==> src/rtl/uart_tx_frame.sv <==
// ---------------------------------------------------------------------------
// uart_tx_frame
//   Self-contained UART transmit serialiser with its own baud divider.
//   It accepts one byte over a valid/ready handshake and sends one frame:
//   a start bit, DATA_BITS data bits LSB first, an optional parity bit,
//   and STOP_BITS stop bits. Each bit lasts DIV clock cycles.
//
// Ports
//   CLOCK_50  in   sole clock, rising edge
//   reset_n   in   synchronous reset, active-low
//   tx_data   in   payload, captured on accept (tx_valid & tx_ready)
//   tx_valid  in   source has data; the source holds it until accepted
//   tx_ready  out  high only in IDLE
//   tx        out  serial line, idle high, registered
//   busy      out  high from accept until the last stop bit ends
//   load      out  one-cycle pulse in the LOAD state
//   enable    out  one-cycle pulse on the last cycle of every bit period
// ---------------------------------------------------------------------------
module uart_tx_frame #(
    parameter int CLK_HZ     = 50_000_000,
    parameter int BAUD       = 115200,
    parameter int DIV        = (CLK_HZ + BAUD / 2) / BAUD,
    parameter int DATA_BITS  = 8,
    parameter int PARITY_EN  = 0,
    parameter int PARITY_ODD = 0,
    parameter int STOP_BITS  = 1
) (
    input  logic                 CLOCK_50,
    input  logic                 reset_n,
    input  logic [DATA_BITS-1:0] tx_data,
    input  logic                 tx_valid,
    output logic                 tx_ready,
    output logic                 tx,
    output logic                 busy,
    output logic                 load,
    output logic                 enable
);

    // Parameter sanity: refuse to elaborate an unusable configuration.
    if (DIV < 2) begin : g_bad_div
        $error("uart_tx_frame: DIV must be at least 2");
    end
    if (DATA_BITS < 5 || DATA_BITS > 9) begin : g_bad_data_bits
        $error("uart_tx_frame: DATA_BITS must be 5..9");
    end
    if (STOP_BITS < 1 || STOP_BITS > 2) begin : g_bad_stop_bits
        $error("uart_tx_frame: STOP_BITS must be 1 or 2");
    end

    localparam int BAUD_W = (DIV > 1) ? $clog2(DIV) : 1;
    localparam int BIT_W  = 4;
    localparam logic [BAUD_W-1:0] BAUD_LAST = BAUD_W'(DIV - 1);
    localparam logic [BIT_W-1:0]  DATA_LAST = BIT_W'(DATA_BITS - 1);
    localparam logic [BIT_W-1:0]  STOP_LAST = BIT_W'(STOP_BITS - 1);

    typedef enum logic [2:0] {
        IDLE   = 3'd0,
        LOAD   = 3'd1,
        START  = 3'd2,
        DATA   = 3'd3,
        PARITY = 3'd4,
        STOP   = 3'd5
    } state_t;

    state_t                state_q, state_d;
    logic [BAUD_W-1:0]     baud_q, baud_d;
    logic [BIT_W-1:0]      bit_q, bit_d;
    logic [DATA_BITS-1:0]  data_q, data_d;
    logic                  parity_q, parity_d;
    logic                  tx_q, tx_d;
    logic                  tx_ready_q, busy_q, load_q, enable_q;
    logic                  active_q, active_d, bit_end;
    logic [DATA_BITS-1:0]  shifted;

    // Next-state, counters and capture.
    always_comb begin
        // NOTE: every variable gets a default before the case so no path
        // leaves one unassigned, which would otherwise infer a latch.
        state_d  = state_q;
        bit_d    = bit_q;
        data_d   = data_q;
        parity_d = parity_q;

        active_q = state_q inside {START, DATA, PARITY, STOP};
        bit_end  = active_q && (baud_q == BAUD_LAST);
        // The divider only runs while a bit is on the line, so it is
        // already zero on entry to START.
        baud_d   = (active_q && !bit_end) ? baud_q + 1'b1 : '0;

        case (state_q)
            IDLE: begin
                bit_d = '0;
                if (tx_valid) begin
                    data_d   = tx_data;
                    parity_d = (PARITY_ODD != 0) ? ~^tx_data : ^tx_data;
                    state_d  = LOAD;
                end
            end
            LOAD: state_d = START;
            START: begin
                if (bit_end) begin
                    bit_d   = '0;
                    state_d = DATA;
                end
            end
            DATA: begin
                if (bit_end) begin
                    if (bit_q == DATA_LAST) begin
                        bit_d   = '0;
                        state_d = (PARITY_EN != 0) ? PARITY : STOP;
                    end else begin
                        bit_d = bit_q + 1'b1;
                    end
                end
            end
            PARITY: begin
                if (bit_end) begin
                    bit_d   = '0;
                    state_d = STOP;
                end
            end
            STOP: begin
                if (bit_end) begin
                    if (bit_q == STOP_LAST) begin
                        bit_d   = '0;
                        state_d = IDLE;
                    end else begin
                        bit_d = bit_q + 1'b1;
                    end
                end
            end
            default: begin
                bit_d   = '0;
                state_d = IDLE;
            end
        endcase
    end

    // Outputs are computed from the next state and registered, so each
    // output changes on the same edge as the state it belongs to.
    always_comb begin
        shifted  = data_q >> bit_d;
        active_d = state_d inside {START, DATA, PARITY, STOP};
        case (state_d)
            START:   tx_d = 1'b0;
            DATA:    tx_d = shifted[0];
            PARITY:  tx_d = parity_q;
            default: tx_d = 1'b1;
        endcase
    end

    // NOTE: reset is sampled inside the clocked block only (synchronous),
    // and all state uses non-blocking assignments so every register sees
    // the pre-edge values of the others.
    always_ff @(posedge CLOCK_50) begin
        if (!reset_n) begin
            state_q    <= IDLE;
            baud_q     <= '0;
            bit_q      <= '0;
            data_q     <= '0;
            parity_q   <= 1'b0;
            tx_q       <= 1'b1;
            tx_ready_q <= 1'b1;
            busy_q     <= 1'b0;
            load_q     <= 1'b0;
            enable_q   <= 1'b0;
        end else begin
            state_q    <= state_d;
            baud_q     <= baud_d;
            bit_q      <= bit_d;
            data_q     <= data_d;
            parity_q   <= parity_d;
            tx_q       <= tx_d;
            tx_ready_q <= (state_d == IDLE);
            busy_q     <= (state_d != IDLE);
            load_q     <= (state_d == LOAD);
            enable_q   <= active_d && (baud_d == BAUD_LAST);
        end
    end

    assign tx       = tx_q;
    assign tx_ready = tx_ready_q;
    assign busy     = busy_q;
    assign load     = load_q;
    assign enable   = enable_q;

endmodule
==> config.mk <==
export PLATFORM = sky130hd
export DESIGN_NAME = uart_tx_frame
export DESIGN_NICKNAME = d
export VERILOG_FILES = /design/src/rtl/uart_tx_frame.sv
export SDC_FILE = /design/constraint.sdc
export NUM_CORES = 1
export LEC_CHECK = 0
export ABC_AREA = 1
export BUFFER_PORTS_ARGS = -buffer_cell sky130_fd_sc_hd__buf_2
export CORE_MARGIN = 4
export CORE_UTILIZATION = 40
export DETAILED_ROUTE_END_ITERATION = 8
export GPL_TIMING_DRIVEN = 1
export PLACE_DENSITY = 0.7
export SLEW_MARGIN = 20
export SYNTH_ARGS = -nofsm -noshare
export SYNTH_HDL_FRONTEND = slang
export SYNTH_SLANG_ARGS = --single-unit
==> constraint.sdc <==
create_clock -name CLOCK_50 -period 5.1 [get_ports CLOCK_50]
set_input_delay 0.51 -clock CLOCK_50 [delete_from_list [all_inputs] [get_ports CLOCK_50]]
set_output_delay 0.51 -clock CLOCK_50 [all_outputs]
set_load 0.005 [all_outputs]
# Yosys cells after proc, flatten, opt, wreduce, memory -nomap -nowiden

Index checks and enable logic that the tools add are counted.
W data, S select, Z words.

Register bits: 30
Input port bits: 11
Output and inout bits: 5
Logic and storage cells: 55

Add/sub/neg operators: 2
Equality and inequality tests: 13
Shifts and indexed selects: 1
Mux-type cells: 16
Reductions and logical operators: 13

Operators with widths:

| kind                  | number |
|---|---|
| $mux W3               | 7 |
| $mux W4               | 5 |
| $eq A9 B9 Y1 const B  | 2 |
| $pmux W3 S6           | 1 |
| $pmux W4 S4           | 1 |
| $eq A3 B2 Y1 const B  | 4 |
| $eq A3 B3 Y1 const B  | 4 |
| $add A9 B1 Y9 const B | 1 |
| $mux W9               | 1 |
| $reduce_bool A4 Y1    | 2 |
| $reduce_xor A8 Y1     | 1 |
| $shr A8 B4 Y1         | 1 |
| $eq A3 B1 Y1 const B  | 2 |
| $logic_not A3 Y1      | 2 |
| $add A4 B1 Y4 const B | 1 |
| $eq A4 B3 Y1 const B  | 1 |
| $logic_not A4 Y1      | 1 |
| $logic_and A1 B1 Y1   | 3 |
| $pmux W1 S3           | 1 |
| $reduce_bool A3 Y1    | 1 |
| $reduce_and A2 Y1     | 1 |
| $reduce_or A2 Y1      | 1 |
| $logic_not A1 Y1      | 1 |

# Longest topological paths before layout

Depth in word-level cells: 8
Mapped depth: 15
Gate-level depth less buffers: 15

# Least setup slack after synthesis

OpenSTA, ideal clock, no wires.

Path type: reg-to-reg
From: reg baud_q[0]
To: reg tx_q (netlist: tx)
Data arrival time: 1477 ps
Data required time: 4987 ps
Setup slack: 3510 ps
Cell stages (with the launch flop): 15
Cell sequence: dfxtp_1 -> ha_1 -> nand2_1 -> nor2_4 -> nand3_4 -> nand2_2 -> nand2_2 -> nor2_4 -> nand2_4 -> nand2_1 -> nand3_1 -> nand2_1 -> nand2_1 -> nand3_1 -> nand2_1

Word-level cells in the longest chain between the ends: 6
Elaborated cells on any way between the ends: 16
Classes of those cells: eq/ne: 4; shift: 1; mux: 10; reduce/logical: 1

Ends and longest elaborated chain:

| item                                       | line | text |
|---|---|---|
| from (decl)                                | 66   | `logic [BAUD_W-1:0] baud_q, baud_d;` |
| from (signal assigned)                     | 169  | `baud_q <= baud_d;` |
| $eq A9 B9 Y1 (*)                           | 85   | `bit_end = active_q && (baud_q == BAUD_LAST);` |
| $logic_and A1 B1 Y1 (*)                    | 85   |  |
| $mux W4 (tied with other cells)            | 123  | `if (bit_end) begin` |
| $pmux W4 S4 or $pmux W3 S6 (tied branches) | 90   | `case (state_q)` |
| $shr A8 B4 Y1 (tied with other cells)      | 142  | `shifted = data_q >> bit_d;` |
| $pmux W1 S3 (*)                            | 144  | `case (state_d)` |
| to (signal assigned)                       | 173  | `tx_q <= tx_d;` |
| to (decl)                                  | 70   | `logic tx_q, tx_d;` |

Every way passes the cells marked *; elsewhere a longest branch is shown, timed or not.
A chain may end at the register's enable or synchronous reset.

# Worst setup path in the final report

From: reg baud_q[0]
To: reg load_q (netlist: load)

Word-level cells in the longest chain between the ends: 5
Elaborated cells on any way between the ends: 8
Classes of those cells: eq/ne: 2; mux: 5; reduce/logical: 1

Ends and longest elaborated chain:

| item                       | line | text |
|---|---|---|
| $eq A9 B9 Y1 (*)           | 85   |  |
| $logic_and A1 B1 Y1 (*)    | 85   |  |
| $mux W3 (on tied branches) | n/a  |  |
| $pmux W3 S6 (*)            | 90   |  |
| $eq A3 B1 Y1 (*)           | 176  | `load_q <= (state_d == LOAD);` |
| to (signal assigned)       | 176  |  |
| to (decl)                  | 71   | `logic tx_ready_q, busy_q, load_q, enable_q;` |

Marked as above.

==> out/results.tsv <==
metric	value	unit
Total Power	0.5702	mW
Residual DRC	0	
NumNets Final	273	
Chip Width	71.65	um
Final period util	0.3478	
Mapped Cells	237	
total gr overflow	0	
critical path launch point	baud_q[0]	
Mapped Nets	253	
Routed Antenna Nets	0	
n_diodes	0	
critical path capture point type	register	
Inserted Clock Buffers	5	
relative slew slack	0.7485	
DIE HEIGHT	71.65	um
logic gate share of total power	0.147	
Inst Count DP	298	
critical path class	register to register	
Seq/Total Area, Yosys	0.3707	
Critical Path Start Type	register	
setup TNS	0	ns
Slew Limit Fails	0	
CP arrival	1.94	ns
Placeable Area	3799	um2
Core Util, Final	0.4891	
Final HPWL DP	2571	um
Resized Gates After CTS	0	
Clock transition at path regs	0.07	ns
Root Driver	clkbuf_8	
Design Area, Final	1858	um2
Ports	16	
CTS tree	built	
filler cell count in the final layout	385	
asr flop ratio synth	0	
Clock Latency Late Sink	0.29	ns
Layout area overhead	14.67	%
sw frac	0.2678	
Global Route Usage Sum	0.1455	
most frequent cells after synthesis	nor2_1, nand2_1, dfxtp_1, inv_1, nand3_1	
Routed WL per cell	10.76	um
via count	1508	
crit path time final	1.774	ns
Syn Area/Cell	6.837	um2
layout cell share with drive strength beyond 1	0.1473	
largest net degree at the start of global routing	13	
CP Data Required Time	5.27	ns
Worst R2R Path Depth	9	
worst reg2reg path endpoint	load	
Rows	22	
drt total wl	3292	um
Post-Layout Cell Count	306	
count leader, synth	nor2_1	
crit path to	load	
number of enable-type register cells in the synthesized netlist	0	
clk sink count	30	
Int Pwr	0.4176	mW
drt pass-1 iters	4	
area of the mapped netlist	1620	um2
1st-iter DRT viols	178	
synth unique cells	25	
share of the synthesized area in the top cell type	0.3707	
first-pass GRT wire length	5871	um
leakage	0.8418	nW
top cells by area, synth	dfxtp_1, nor2_1, nand2_1, nand3_1, inv_1	
initial core utilization	0.4265	
status	complete, no violations	
Hold Buf Count CTS	0	
Slew @ Worst Pin	0.3769	ns
initial antenna violation count	0	
warnings from Yosys	0	
Vias per Instance	4.928	
RSZ-0062 raised after global routing	false	
Post-CTS Setup Bufs	0	
Synth Register Bits	30	
CP max FO	7	
Final setup viols	0	
Switching Power	0.1527	mW
Min-Delay Path Class	register to register	
CTS H-Tree Depth	2	
Layout Skew	0.007095	ns
port bufs	15	
Reg power frac	0.452	
RePlAce Congestion	0.9284	
vias in the first global route	1383	
RR Startpoint	baud_q[0]	
Longest Clk Path Bufs	2	
Max VDD drop	0.1751	mV
power density over the cells	306.9	nW/um2
largest area contributor in the netlist	dfxtp_1	
die area	5133	um2
Hold Fails Final Rpt	0	
Post-DP Area	1748	um2
Post-synth top flop	dfxtp_1	
fmax	563.7	MHz
clock share of power	0.401	
R2R Setup Slk	3.33	ns
Max-Cap Viols	0	
==> cell families after synthesis <==
| group | after synthesis | share of synthesized area |
|---|---|---|
| AO/OA/AOI/OAI | 22 | 0.07259 |
| XOR/XNOR | 9 | 0.04865 |
| adder cells (fa/ha/maj) | 5 | 0.03861 |
| buffers and inverters | 29 | 0.06718 |
| flip-flops | 30 | 0.3707 |
| AND/OR/NAND/NOR | 142 | 0.4023 |
==> placed cells by master (no fill, tap or decap) <==
master      n
nand2_4     1
nor2_4      3
nand3_2     2
a21oi_1     3
inv_1      23
o21ai_0    15
nor2_1     51
buf_2      15
o21ai_1     1
o2111ai_1   1
a31oi_1     1
o211ai_1    1
nand3b_1    1
nand2_2     4
dfxtp_1    30
nor4_1      3
nand2_1    46
clkbuf_8    8
nand3_1    20
xnor2_1     6
inv_2       4
nand3_4     1
xor2_1      3
nand4_1     3
nor3_1      7
ha_1        5
==> state kept, by name, summed over array words and instances (netlist names) <==
signal and count:
data_q 8, enable 1, state_q 3, bit_q 4, tx_ready 1, load 1
busy 1, baud_q 9, tx 1, parity_q 1
==> power by group through the flow <==
| stage | Sequential [mW] | Combinational, mW | Clock [mW] |
|---|---|---|---|
| 6_report | 0.258 | 0.0835 | 0.229 |
| 5_1_grt | 0.260 | 0.0978 | 0.243 |
| 4_1_cts | 0.258 | 0.0846 | 0.233 |
| 3_5_place_dp | 0.263 | 0.0845 | 0 |
| 3_3_place_gp | 0.263 | 0.0839 | 0 |
| 2_1_floorplan | 0.262 | 0.0607 | 0 |
==> final cells by class <==
class                      instances  area [um2]  area share
multi-input combinational        178       910.9      0.4902
sequential                        30       600.6      0.3232
clock buffer                       8       110.1     0.05926
inverter                          27       101.3     0.05455
timing repair buffer              15       75.07     0.04040
tap                               48       60.06     0.03232
==> worst min path at each step <==
stage	startpoint	cells after the start	slack (ns)	end
final	baud_q[0]	1	0.49	baud_q[0]
after global routing	baud_q[0]	1	0.50	baud_q[0]
after CTS	baud_q[0]	1	0.49	baud_q[0]
after detailed placement	baud_q[0]	1	0.48	baud_q[0]
after global placement	baud_q[0]	1	0.45	baud_q[0]
after floorplan	baud_q[0]	1	0.43	baud_q[0]
==> metal layers <==
metal	vias up	GRT usage	wire length [um]
li1	805	-	-
met1	661	0.1876	1620
met2	37	0.2276	1421
met3	5	0.02665	175
met4	0	0.08142	74
met5	-	0	0
==> critical path, stage by stage, from the launching register on <==
cell     delay [ns]
dfxtp_1        0.39
ha_1           0.17
nand2_1        0.08
nor2_4         0.15
nand3_4        0.12
inv_1          0.12
o21ai_0        0.08
nand3_1        0.10
nand2_1        0.11
nor4_1         0.33
==> metrics by stage <==
stage          hold WS [ns]  setup WS, ns
3_5_place_dp         0.4764         3.310
4_1_cts              0.4911         3.302
6_report             0.4871         3.326
5_1_grt              0.4972         3.061
3_3_place_gp         0.4476         3.340
2_1_floorplan        0.4332         3.510
No activity file was read; power rests on OpenSTA's default activity.
